==> src/rtl/pipe_ctrl_unit.sv <==
// pipe_ctrl_unit: registered, stall-aware control unit for the 5-stage pipeline.
// Decodes the ID-stage instruction into control signals and latches them into the
// ID/EX control register. It holds ID on a load-use hazard and while a mul/div
// occupies EX, and it turns the latch into a bubble when EX resolves a taken
// branch or jump.
//
// Ports:
//   clock, reset            rising-edge clock, asynchronous active-low reset
//   id_valid                ID holds a real instruction
//   id_opcode, id_aluop     opcode [31:27] and ALU-op [6:2] fields
//   id_rd, id_rs, id_rt     register specifier fields
//   ex_flush                taken branch/jump resolved in EX
//   id_ready                ID may advance this cycle
//   id_src2                 second read register (id_rd for Rdst forms, else id_rt)
//   ex_*                    ID/EX control latch contents
module pipe_ctrl_unit #(
  parameter int unsigned OPW      = 5,
  parameter int unsigned REGW     = 5,
  parameter int unsigned MD_LAT   = 8,
  parameter int unsigned ZERO_REG = 0
) (
  input  logic            clock,
  input  logic            reset,
  input  logic            id_valid,
  input  logic [OPW-1:0]  id_opcode,
  input  logic [OPW-1:0]  id_aluop,
  input  logic [REGW-1:0] id_rd,
  input  logic [REGW-1:0] id_rs,
  input  logic [REGW-1:0] id_rt,
  input  logic            ex_flush,
  output logic            id_ready,
  output logic [REGW-1:0] id_src2,
  output logic            ex_valid,
  output logic            ex_Rwe,
  output logic            ex_ALUinB,
  output logic [OPW-1:0]  ex_aluop,
  output logic            ex_DMwe,
  output logic            ex_Rwd,
  output logic [1:0]      ex_br,
  output logic [1:0]      ex_jmp,
  output logic            ex_setx,
  output logic            ex_md,
  output logic [REGW-1:0] ex_rd
);

  localparam int unsigned CW = (MD_LAT > 2) ? $clog2(MD_LAT) : 1;

  localparam logic [OPW-1:0] OpR    = OPW'(0);
  localparam logic [OPW-1:0] OpJ    = OPW'(1);
  localparam logic [OPW-1:0] OpBne  = OPW'(2);
  localparam logic [OPW-1:0] OpJal  = OPW'(3);
  localparam logic [OPW-1:0] OpJr   = OPW'(4);
  localparam logic [OPW-1:0] OpAddi = OPW'(5);
  localparam logic [OPW-1:0] OpBlt  = OPW'(6);
  localparam logic [OPW-1:0] OpSw   = OPW'(7);
  localparam logic [OPW-1:0] OpLw   = OPW'(8);
  localparam logic [OPW-1:0] OpSetx = OPW'(21);
  localparam logic [OPW-1:0] OpBex  = OPW'(22);

  localparam logic [OPW-1:0] AluMul = OPW'(6);
  localparam logic [OPW-1:0] AluDiv = OPW'(7);
  localparam logic [OPW-1:0] AluSub = OPW'(1);

  logic is_r, is_j, is_bne, is_jal, is_jr, is_addi, is_blt, is_sw, is_lw, is_setx, is_bex;
  logic legal, rdst, uses_rs, uses_src2, hazard, load;
  logic dec_rwe, dec_aluinb, dec_md;
  logic [OPW-1:0]  dec_aluop;
  logic [1:0]      dec_br, dec_jmp;
  logic [REGW-1:0] dec_rd;
  logic [CW-1:0]   cnt_q, cnt_d;

  assign is_r    = (id_opcode == OpR);
  assign is_j    = (id_opcode == OpJ);
  assign is_bne  = (id_opcode == OpBne);
  assign is_jal  = (id_opcode == OpJal);
  assign is_jr   = (id_opcode == OpJr);
  assign is_addi = (id_opcode == OpAddi);
  assign is_blt  = (id_opcode == OpBlt);
  assign is_sw   = (id_opcode == OpSw);
  assign is_lw   = (id_opcode == OpLw);
  assign is_setx = (id_opcode == OpSetx);
  assign is_bex  = (id_opcode == OpBex);

  assign legal = is_r | is_j | is_bne | is_jal | is_jr | is_addi | is_blt | is_sw | is_lw |
                 is_setx | is_bex;

  always_comb begin
    dec_rwe    = is_r | is_addi | is_lw | is_jal | is_setx;
    dec_aluinb = is_addi | is_lw | is_sw;
    dec_md     = is_r & ((id_aluop == AluMul) | (id_aluop == AluDiv));
    dec_aluop  = '0;
    if (is_r) begin
      dec_aluop = id_aluop;
    end else if (is_bne | is_blt) begin
      dec_aluop = AluSub;
    end
    dec_br  = {is_blt | is_bex, is_bne | is_bex};
    dec_jmp = {is_jal | is_jr, is_j | is_jr};
    dec_rd  = id_rd;
    if (is_jal) begin
      dec_rd = REGW'(31);
    end else if (is_setx) begin
      dec_rd = REGW'(30);
    end
  end

  assign rdst      = is_sw | is_bne | is_blt | is_jr;
  assign id_src2   = rdst ? id_rd : id_rt;
  assign uses_rs   = is_r | is_addi | is_lw | is_sw | is_bne | is_blt;
  assign uses_src2 = is_r | is_sw | is_bne | is_blt | is_jr;

  // Only a load in EX can hazard; its result is not forwardable until MEM.
  assign hazard = ex_valid & ex_Rwd & (ex_rd != REGW'(ZERO_REG)) &
                  (((ex_rd == id_rs) & uses_rs) | ((ex_rd == id_src2) & uses_src2));

  assign id_ready = ~(id_valid & hazard) & (cnt_q == '0);

  // An invalid or illegal ID slot latches as a full bubble, not just ex_valid=0.
  always_comb begin
    cnt_d = cnt_q;
    load  = 1'b0;
    if (ex_flush) begin
      cnt_d = '0;
    end else if (!id_ready) begin
      if (cnt_q != '0) begin
        cnt_d = cnt_q - CW'(1);
      end
    end else if (id_valid & legal) begin
      load = 1'b1;
      if (dec_md) begin
        cnt_d = CW'(MD_LAT - 1);
      end
    end
  end

  always_ff @(posedge clock or negedge reset) begin
    if (!reset) begin
      cnt_q     <= '0;
      ex_valid  <= 1'b0;
      ex_Rwe    <= 1'b0;
      ex_ALUinB <= 1'b0;
      ex_aluop  <= '0;
      ex_DMwe   <= 1'b0;
      ex_Rwd    <= 1'b0;
      ex_br     <= '0;
      ex_jmp    <= '0;
      ex_setx   <= 1'b0;
      ex_md     <= 1'b0;
      ex_rd     <= '0;
    end else begin
      cnt_q     <= cnt_d;
      ex_valid  <= load;
      ex_Rwe    <= load & dec_rwe;
      ex_ALUinB <= load & dec_aluinb;
      ex_aluop  <= load ? dec_aluop : '0;
      ex_DMwe   <= load & is_sw;
      ex_Rwd    <= load & is_lw;
      ex_br     <= load ? dec_br : '0;
      ex_jmp    <= load ? dec_jmp : '0;
      ex_setx   <= load & is_setx;
      ex_md     <= load & dec_md;
      ex_rd     <= load ? dec_rd : '0;
    end
  end

endmodule

==> config.mk <==
export PLATFORM = sky130hd
export DESIGN_NAME = pipe_ctrl_unit
export DESIGN_NICKNAME = d
export VERILOG_FILES = /design/src/rtl/pipe_ctrl_unit.sv
export SDC_FILE = /design/constraint.sdc
export NUM_CORES = 1
export LEC_CHECK = 0
export CORE_UTILIZATION = 45
export DETAILED_ROUTE_END_ITERATION = 10
export GPL_TIMING_DRIVEN = 0
export PLACE_DENSITY = 0.88
export SETUP_SLACK_MARGIN = 0.4
export SLEW_MARGIN = 20
export SYNTH_ARGS = -nofsm -noshare
export SYNTH_HDL_FRONTEND = slang
export SYNTH_SLANG_ARGS = --single-unit
==> constraint.sdc <==
create_clock -name clock -period 4.1 [get_ports clock]
set_input_delay 0.82 -clock clock [delete_from_list [all_inputs] [get_ports clock]]
set_output_delay 0.82 -clock clock [all_outputs]
set_load 0.01 [all_outputs]
Yosys cells after proc, flatten, opt, wreduce, memory -nomap -nowiden
Cells that the tools add are included.
Storage, ports and cells
  output and inout bits: 27
  word-level logic and storage cells: 101
  input port bits: 29
  flip-flop bits (word level): 24
Operators by class
  reduce and logical (&&, ||, !) cells: 6
  add/subtract/negate cells: 1
  muxes and demuxes: 17
  bitwise gates (word level): 49
  equality and inequality tests: 16
Operators by type and width (count)
  1-bit OR: 33
  5-bit by 3-bit equality test with 1-bit output (second input constant): 6
  5-bit 2-to-1 mux: 6
  1-bit bitwise AND: 15
  3-bit 2-to-1 mux: 5
  5-bit by 2-bit equality test with 1-bit output (second input constant): 2
  5-bit equality test: 2
  5-bit equality test (second input constant): 2
  3-bit by 2-bit != test with 1-bit output (second input constant): 2
  3-bit nonzero test: 2
  5-bit by 1-bit equality test with 1-bit output (second input constant): 1
  5-bit by 4-bit equality test with 1-bit output (second input constant): 1
  5-bit logical NOT: 1
  5-bit nonzero test: 1
  1-bit 2-to-1 mux: 4
  2-bit 2-to-1 mux: 2
  3-bit logical NOT: 1
  3-bit AND reduction: 1
  3-bit by 1-bit subtractor with 3-bit output (second input constant): 1
  1-bit inverter: 1

Longest topological paths before layout
Gate-level depths: netlist of run 1.
  depth after elaboration: 16
  depth in mapped cells: 10
  mapped depth without buffers: 7

Worst setup path before layout of run 1
Ideal clock, no wire load.
  path type: input -> output
  start: in id_opcode[3]
  end: out id_ready
  required time: 3280 ps
  setup slack: 1140 ps
  data arrival time: 2140 ps
  cell stages on the path: 9
  path through: buf_6 -> or2_1 -> buf_6 -> nor3b_1 -> mux2i_1 -> o2111a_1 -> a31oi_2 -> nor2_1 -> nor2_1
On the way
  cells in the longest elaborated chain, start to end: 12
Ends and longest elaborated chain
  start: declaration: RTL line 25  | input logic [OPW-1:0] id_opcode,
  5-bit by 3-bit equality test with 1-bit output (tied with other cells): RTL line 79  | assign is_sw = (id_opcode == OpSw);
  1-bit OR (on tied branches) (3 in a row): RTL line 107, 109
  5-bit 2-to-1 mux / 1-bit OR (equally long branches): RTL line 108, 109
  5-bit equality test / 1-bit OR (equally long branches): RTL line 114, 109
  1-bit bitwise AND: RTL line 114  | (((ex_rd == id_rs) & uses_rs) | ((ex_rd == id_src2) & uses_src2));
  1-bit OR *: RTL line 114
  1-bit bitwise AND *: RTL line 113  | assign hazard = ex_valid & ex_Rwd & (ex_rd != REGW'(ZERO_REG)) &
  1-bit bitwise AND *: RTL line 116  | assign id_ready = ~(id_valid & hazard) & (cnt_q == '0);
  1-bit inverter *: RTL line 116
  1-bit bitwise AND *: RTL line 116
  end: declaration: RTL line 31  | output logic id_ready,
Mark *: on every way between the ends. The rest lies on a longest branch, timed or not.

Worst setup path in the final report of run 1
  start: in id_rd[1]
  end: out id_ready
On the way
  cells in the longest elaborated chain, start to end: 8
Ends and longest elaborated chain
  start: declaration: RTL line 27  | input logic [REGW-1:0] id_rd,
  5-bit 2-to-1 mux: RTL line 108  | assign id_src2 = rdst ? id_rd : id_rt;
  5-bit equality test: RTL line 114
  1-bit bitwise AND: RTL line 114
  1-bit OR: RTL line 114
  1-bit bitwise AND: RTL line 113
  1-bit bitwise AND: RTL line 116
  1-bit inverter: RTL line 116
  1-bit bitwise AND: RTL line 116
No other way between the ends.

==> results of run 1 <==
-- layout make-up --
class / instances / area, um2 / share of cell area
buffer: 9 / 66.3 / 0.0271
clock buffer: 3 / 41.3 / 0.0169
clock inverter: 1 / 30.0 / 0.0123
inverter: 16 / 60.1 / 0.0246
multi-input combinational: 132 / 1040 / 0.428
sequential: 24 / 601 / 0.246
tap: 46 / 57.6 / 0.0236
timing repair buffer: 54 / 543 / 0.222
-- Yosys cell counts, drive strengths merged, types with 2 or more instances --
master and instances:
mux2 6, o2111ai 2, o31ai 2, a2111oi 3
a211oi 4, or3 2, nor2 24, buf 7
ha 2, a21o 2, nor2b 5, nand4 2
a31oi 3, inv 16, o21ai 5, nor3b 6
clkbuf 2, nor3 6, nand3b 3, nand2 10
o211ai 3, dfrtp 24, xor2 6, nand2b 6
a21oi 8, nor4 5, nand3 2, a22oi 2
-- kinds of logic after synthesis --
logic type,Yosys count,share of synthesized area
AND/OR/NAND/NOR,75,0.265
flip-flops,24,0.362
multiplexers,7,0.0468
AO/OA/AOI/OAI,41,0.200
XOR/XNOR,7,0.0370
adder cells (fa/ha/maj),2,0.0151
buffers and inverters,25,0.0747
-- repair_timing --
item,CTS,global route
pin swaps,0,4
resized for setup,17,14
hold buffers,0,0
buffers inserted,0,1
endpoints found under the setup margin,6,6
-- routing by layer --
layer / GRT usage / wire length, um
met5: 0 / 0
met4: 0.119 / 221
met1: 0.317 / 1870
met3: 0.0547 / 399
met2: 0.404 / 2210
-- registers in the layout (all words and copies together) (netlist names) --
| signal | count |
|---|---|
| ex_ALUinB | 1 |
| cnt_q | 3 |
| ex_valid | 1 |
| ex_rd | 5 |
| ex_jmp | 2 |
| ex_setx | 1 |
| ex_Rwe | 1 |
| ex_aluop | 5 |
| ex_Rwd | 1 |
| ex_br | 2 |
| ex_DMwe | 1 |
| ex_md | 1 |
-- through the flow --
stage | setup WS [ns] | total power, uW | instances | util | hold WS [ns]
after floorplan | 1.14 | 382 | 181 | - | 0.491
after global placement | 0.0710 | 463 | 280 | 0.653 | 0.501
after detailed placement | 0.0516 | 468 | 280 | 0.653 | 0.518
after CTS | 0.405 | 683 | 284 | 0.692 | 0.530
after global routing | 0.414 | 721 | 285 | 0.710 | 0.553
final | 0.538 | 688 | 285 | 0.710 | 0.512
-- how the worst max path moves through the flow --
stage          cells after the start    startpoint  slack [ns]         end
2_1_floorplan                      9  id_opcode[3]        1.14    id_ready
6_report                           9      id_rd[1]        0.54    id_ready
3_3_place_gp                       6  id_opcode[0]        0.07  id_src2[4]
4_1_cts                            9  id_opcode[4]        0.40    id_ready
5_1_grt                            8      id_rd[0]        0.41    id_ready
3_5_place_dp                       9  id_opcode[2]        0.05    id_ready
-- power by group --
| part | total (uW) | internal (uW) | switching (uW) |
|---|---|---|---|
| combinational | 212 | 97.3 | 115 |
| sequential | 262 | 251 | 10.8 |
| clock | 214 | 131 | 83.5 |
-- worst max-delay path, stage by stage --
cell	delay, ns
clkdlybuf4s50_1	0.57
nand2b_1	0.19
nor3_2	0.06
a2bb2oi_2	0.18
a2111oi_4	0.36
a31oi_4	0.16
nor2_2	0.10
nor2_1	0.05
dlygate4sd2_1	0.27
==> impl_results.md, run 1 <==
* Outcome: finished, final reports clean
* H-tree Lvls at 1
* Commonest non-fill, non-tap cell in the layout: clkdlybuf4s50_1
* Die area at approximately 0.0039 mm2
* Worst IR drop on VDD at 0.000194 V
* Die W at ~63 um
* Sum of negative setup slack at 0 ns
* Post-synth top area share at 0.362
* Synth Instances at 181
* Core area at ~0.0034 mm2
* Clock network latency to the later pin of the worst-skew pair at about 0.28 ns
* Fin nets at 271
* Final ANT Viol Nets at 0
* Worst-margin pin slew at around 0.54 ns
* Largest cells by area after synthesis: dfrtp_1 36%, nor2_1 5.2%, mux2_2 4.1%, xor2_1 3.2%, nor3b_2 3.0%
* Iter 0 DRT Violations at ~110
* FF-to-FF End: ex_br[1]
* Routed WL at between 4000 and 5000 um
* Final slew viol count at 0
* IO Pins at 56
* RSZ-0062 raised after global routing: false
* Crit path time final at 3.56 ns
* Clk sinks at 24
* Final Hold Viols at 0
* # rows at 21
* Layout cells sized above 1 at 0.218
* Clk slew on worst S/H paths at roughly 0.09 ns
* Power per cell area at ~280 mW/mm2
* R2r setup slk at 1.57 ns
* GPL Wtd Cong at between 0.9 and 1
* Maximum clock rate at 0.281 GHz
* Syn avg cell area at 9.17 um2
* CTS tree: done
* Via count at between 1500 and 2000
* Total Routing Usage GR at 0.250
* Final setup viols at 0
* Die height at about 63 um
* Hold Crit Class: primary input to async pin
* Cell leakage power at ~0.0010 uW
* Most common flop cell mapped by yosys: dfrtp_1
* Crit path launch type: primary input
* Synth area leader: dfrtp_1
* Grt ovf at 0
* Cell Area, Synth at approximately 0.0017 mm2
* Post-synth EDFFs at 0
* Post-DP Area at approximately 0.0022 mm2
* Worst setup path class: primary input to primary output
* Max-capacitance violation count at 0
* Drt drc at 0
* Largest net degree at the start of global routing at 25
* CP arrival at ~2.7 ns
* Root Buffer: clkbuf_8
* Clock skew at ~0.0084 ns
* Most frequent cells in the layout: 45 x clkdlybuf4s50_1, 24 x dfrtp_1, 21 x nor2_1
* CP max FO at 5
* Slew headroom at 0.637
* Worst-case clock buffer depth at 2
* Vias in the first global route at ~1600
* Antenna diodes at 0
* FF+latch count, synth at 24
* Placed wire-length estimate at ~3300 um
* Post-synth ARST share at 1.00
* Synth warn at 0
* Post-route clock period utilization at 0.869
* Fin area at 0.00244 mm2
* Routed length per instance at about 16 um
* CTS Buf Count at 3
* Fill cell count at about 250
* Syn Nets at ~210
* Initial antenna violation count at 0
* R2R cell count at 9
* Critical Path End Type: primary output
* FF-to-FF Start: ex_rd[2]
* Sequential fraction of the synthesis area at 0.362
* Synth cell types at between 50 and 60
* Starting Density at 0.482
* Worst Path Required at about 3.3 ns
* DR pass1 iterations at 4
* PortBufs at 53
* First-pass GRT wire length at roughly 7700 um
* Via density at 5.98
* Synthesis-to-layout area growth at 47.3%
Power figures use the tool's default switching activity.
==> run 2, diff against run 1 <==
TNS_END_PERCENT = 20   (was unset)
==> run 2 against run 1 <==
  * Power about the same
  * Worst setup slack about the same
  * Sequential cell count unchanged
  * Final cell count up 0.35%
  * Die area unchanged
  * Critical path depth unchanged
  * Count of clock-buffer cells in the layout unchanged
  * Hold slack worse by 0.0011 ns
  * Critical endpoint unchanged
  * Largest power group unchanged
==> impl_results.md, run 2 (synthesis gave the netlist of run 1 again) <==
* Synthesis-to-layout area growth at 46.8%
* Via density at 5.85 (-2.2%)
* Die W at 62.7 um (unchanged)
* Most frequent cells in the layout: 45 x clkdlybuf4s50_1, 24 x dfrtp_1, 21 x nor2_1
* Iter 0 DRT Violations at 86 (-20%)
* Commonest non-fill, non-tap cell in the layout: clkdlybuf4s50_1
* Initial antenna violation count at 0 (unchanged)
* Largest registers: ex_aluop: 5 flops, ex_rd: 5 flops, cnt_q: 3 flops
* Starting Density at 0.482 (unchanged)
* Crit path top cell by count: a2111oi_4
* Worst Setup Slack, final at 0.538 ns (+0.0000660 ns)
* Worst-case clock buffer depth at 2 (unchanged)
* Final Hold Viols at 0 (unchanged)
* Crit path launch type: primary input
* Final ANT Viol Nets at 0 (unchanged)
* H-tree Lvls at 1 (unchanged)
* CTS Buf Count at 3 (unchanged)
* CTS tree: done
* Worst IR drop on VDD at 0.000194 V (about the same)
* Antenna diodes at 0 (unchanged)
* Final slew viol count at 0 (unchanged)
* Met2 wire length at 2230 um (+1.1%)
* Grt ovf at 0 (unchanged)
* Die area at 0.00393 mm2 (unchanged)
* Via count at 1673 (-1.8%)
* Seq pwr share at 0.381 (about the same)
* Cell-internal power at 480 uW (about the same)
* Post-Place Worst Slack at 0.0516 ns (unchanged)
* CP max FO at 4 (-1)
* FF-to-FF Start: ex_rd[2]
* Critical Path Start: id_rt[4]
* Worst Path Required at 3.28 ns (about the same)
* # rows at 21 (unchanged)
* Largest net degree at the start of global routing at 25 (unchanged)
* Max-capacitance violation count at 0 (unchanged)
* GPL Wtd Cong at 0.939 (unchanged)
* Slowest stage cell on the critical path: clkdlybuf4s50_1
* Clk sinks at 24 (unchanged)
* Maximum clock rate at 0.281 GHz (about the same)
* PortBufs at 53 (unchanged)
* Layout cells sized above 1 at 0.217 (-0.000907)
* Sum of negative setup slack at 0 ns (unchanged)
* Routed WL at 4660 um (-0.77%)
* Final setup viols at 0 (unchanged)
* Critical Path End Type: primary output
* Clock skew at 0.00771 ns (-0.000704 ns)
* Power per cell area at 282 mW/mm2 (+0.22%)
* Crit path time final at 3.56 ns (-0.0000660 ns)
* Hold Crit Class: primary input to async pin
* Worst path cell trace: clkdlybuf4s50_1 -> nor2b_1 -> a2111oi_4 -> a2bb2oi_2 -> a2111oi_4 -> a31oi_4 -> nor2_2 -> nor2_1 -> dlygate4sd2_1
* CP peak stage delay at 0.56 ns (about the same)
* Placed wire-length estimate at 3350 um (unchanged)
* DR pass1 iterations at 4 (unchanged)
* RSZ-0062 raised after global routing: false
* Worst-margin pin slew at 0.543 ns (-0.00140 ns)
* Switch share at 0.303 (-0.000547)
* Top sig layer: met4
* IO Pins at 56 (unchanged)
* Fin nets at 272 (+0.37%)
* Outcome: finished, final reports clean
* Total Routing Usage GR at 0.250 (-0.000390)
* Core area at 0.00344 mm2 (unchanged)
* Routed length per instance at 16.3 um (-1.1%)
* CP arrival at 2.74 ns (about the same)
* CTS Hold Bufs at 0 (unchanged)
* Clock network latency to the later pin of the worst-skew pair at 0.28 ns (about the same)
* Cell leakage power at 0.00103 uW (+0.23%)
* Met3 wire length at 354 um (-11%)
* WL met1 at 1920 um (+2.3%)
* Combinational power share at 0.306 (-0.002)
* Psw at 208 uW (-0.27%)
* Clk slew on worst S/H paths at 0.09 ns (about the same)
* Post-route clock period utilization at 0.869 (about the same)
* Die height at 62.7 um (unchanged)
* Drt drc at 0 (unchanged)
* Fill cell count at 250 (+2.0%)
* Slew headroom at 0.638 (+0.000935)
* Vias in the first global route at 1621 (-0.062%)
* Clk pwr share at 0.312 (about the same)
* Worst setup path class: primary input to primary output
* First-pass GRT wire length at 7710 um (-0.18%)
* Root Buffer: clkbuf_8
run 2: cell count changes in the layout (fill, tap and decap cells not counted), sizes merged:
cell  change
buf       +1
run 2: critical path, delay by kind of cell:
kind | cells | cell delay (ns)
buf+inv | 2 | 0.83
compound gates | 4 | 0.83
simple gates | 3 | 0.26
run 2: power groups by stage:
stage / Clock [uW] / Sequential, uW / Combinational, uW
detailed placement: 0 / 266 / 201
CTS: 215 / 262 / 205
global route: 222 / 264 / 234
finish: 215 / 262 / 211
floorplan: 0 / 266 / 116
global placement: 0 / 266 / 197
run 2: per-layer routing:
metal | track usage | up-vias
met4 | 0.119 | 0
met2 | 0.404 | 101
met3 | 0.0547 | 25
met1 | 0.316 | 779
li1 | - | 768
met5 | 0 | -
run 2: layout make-up:
class / instances / area, um2 / area share
plain buffers: 9 / 66.3 / 0.0272
repair buffers: 55 / 551 / 0.226
well taps: 46 / 57.6 / 0.0236
flip-flops and latches: 24 / 601 / 0.247
clock inverters: 1 / 30.0 / 0.0123
clock buffers: 3 / 41.3 / 0.0169
multi-input cells: 132 / 1030 / 0.423
inverters: 16 / 60.1 / 0.0247
run 2: what timing repair did:
action                     in CTS  in global routing
pin swaps                       0                  4
setup endpoints to repair       6                  6
setup buffers                   0                  2
gates resized for setup        16                 12
run 2: stage by stage:
stage	instance area [um2]	hold slack, ns	total power, uW	std cells	util
2_1_floorplan	1660	0.491	382	181	-
3_3_place_gp	2250	0.501	463	280	0.653
3_5_place_dp	2250	0.518	468	280	0.653
4_1_cts	2370	0.530	682	284	0.690
5_1_grt	2440	0.553	720	286	0.708
6_report	2440	0.511	688	286	0.708
run 2: path summary, 6_finish.rpt:
path | slack (ns) | to | cells after the start
hold / removal | 0.51 | ex_DMwe | 1
setup reg to reg | 1.55 | ex_setx | 9
setup / recovery | 0.54 | id_ready | 9
max in group asynchronous | 3.22 | cnt_q[0] | 1
min in group clock | 0.54 | cnt_q[0] | 2
hold reg to reg | 0.54 | cnt_q[0] | 2
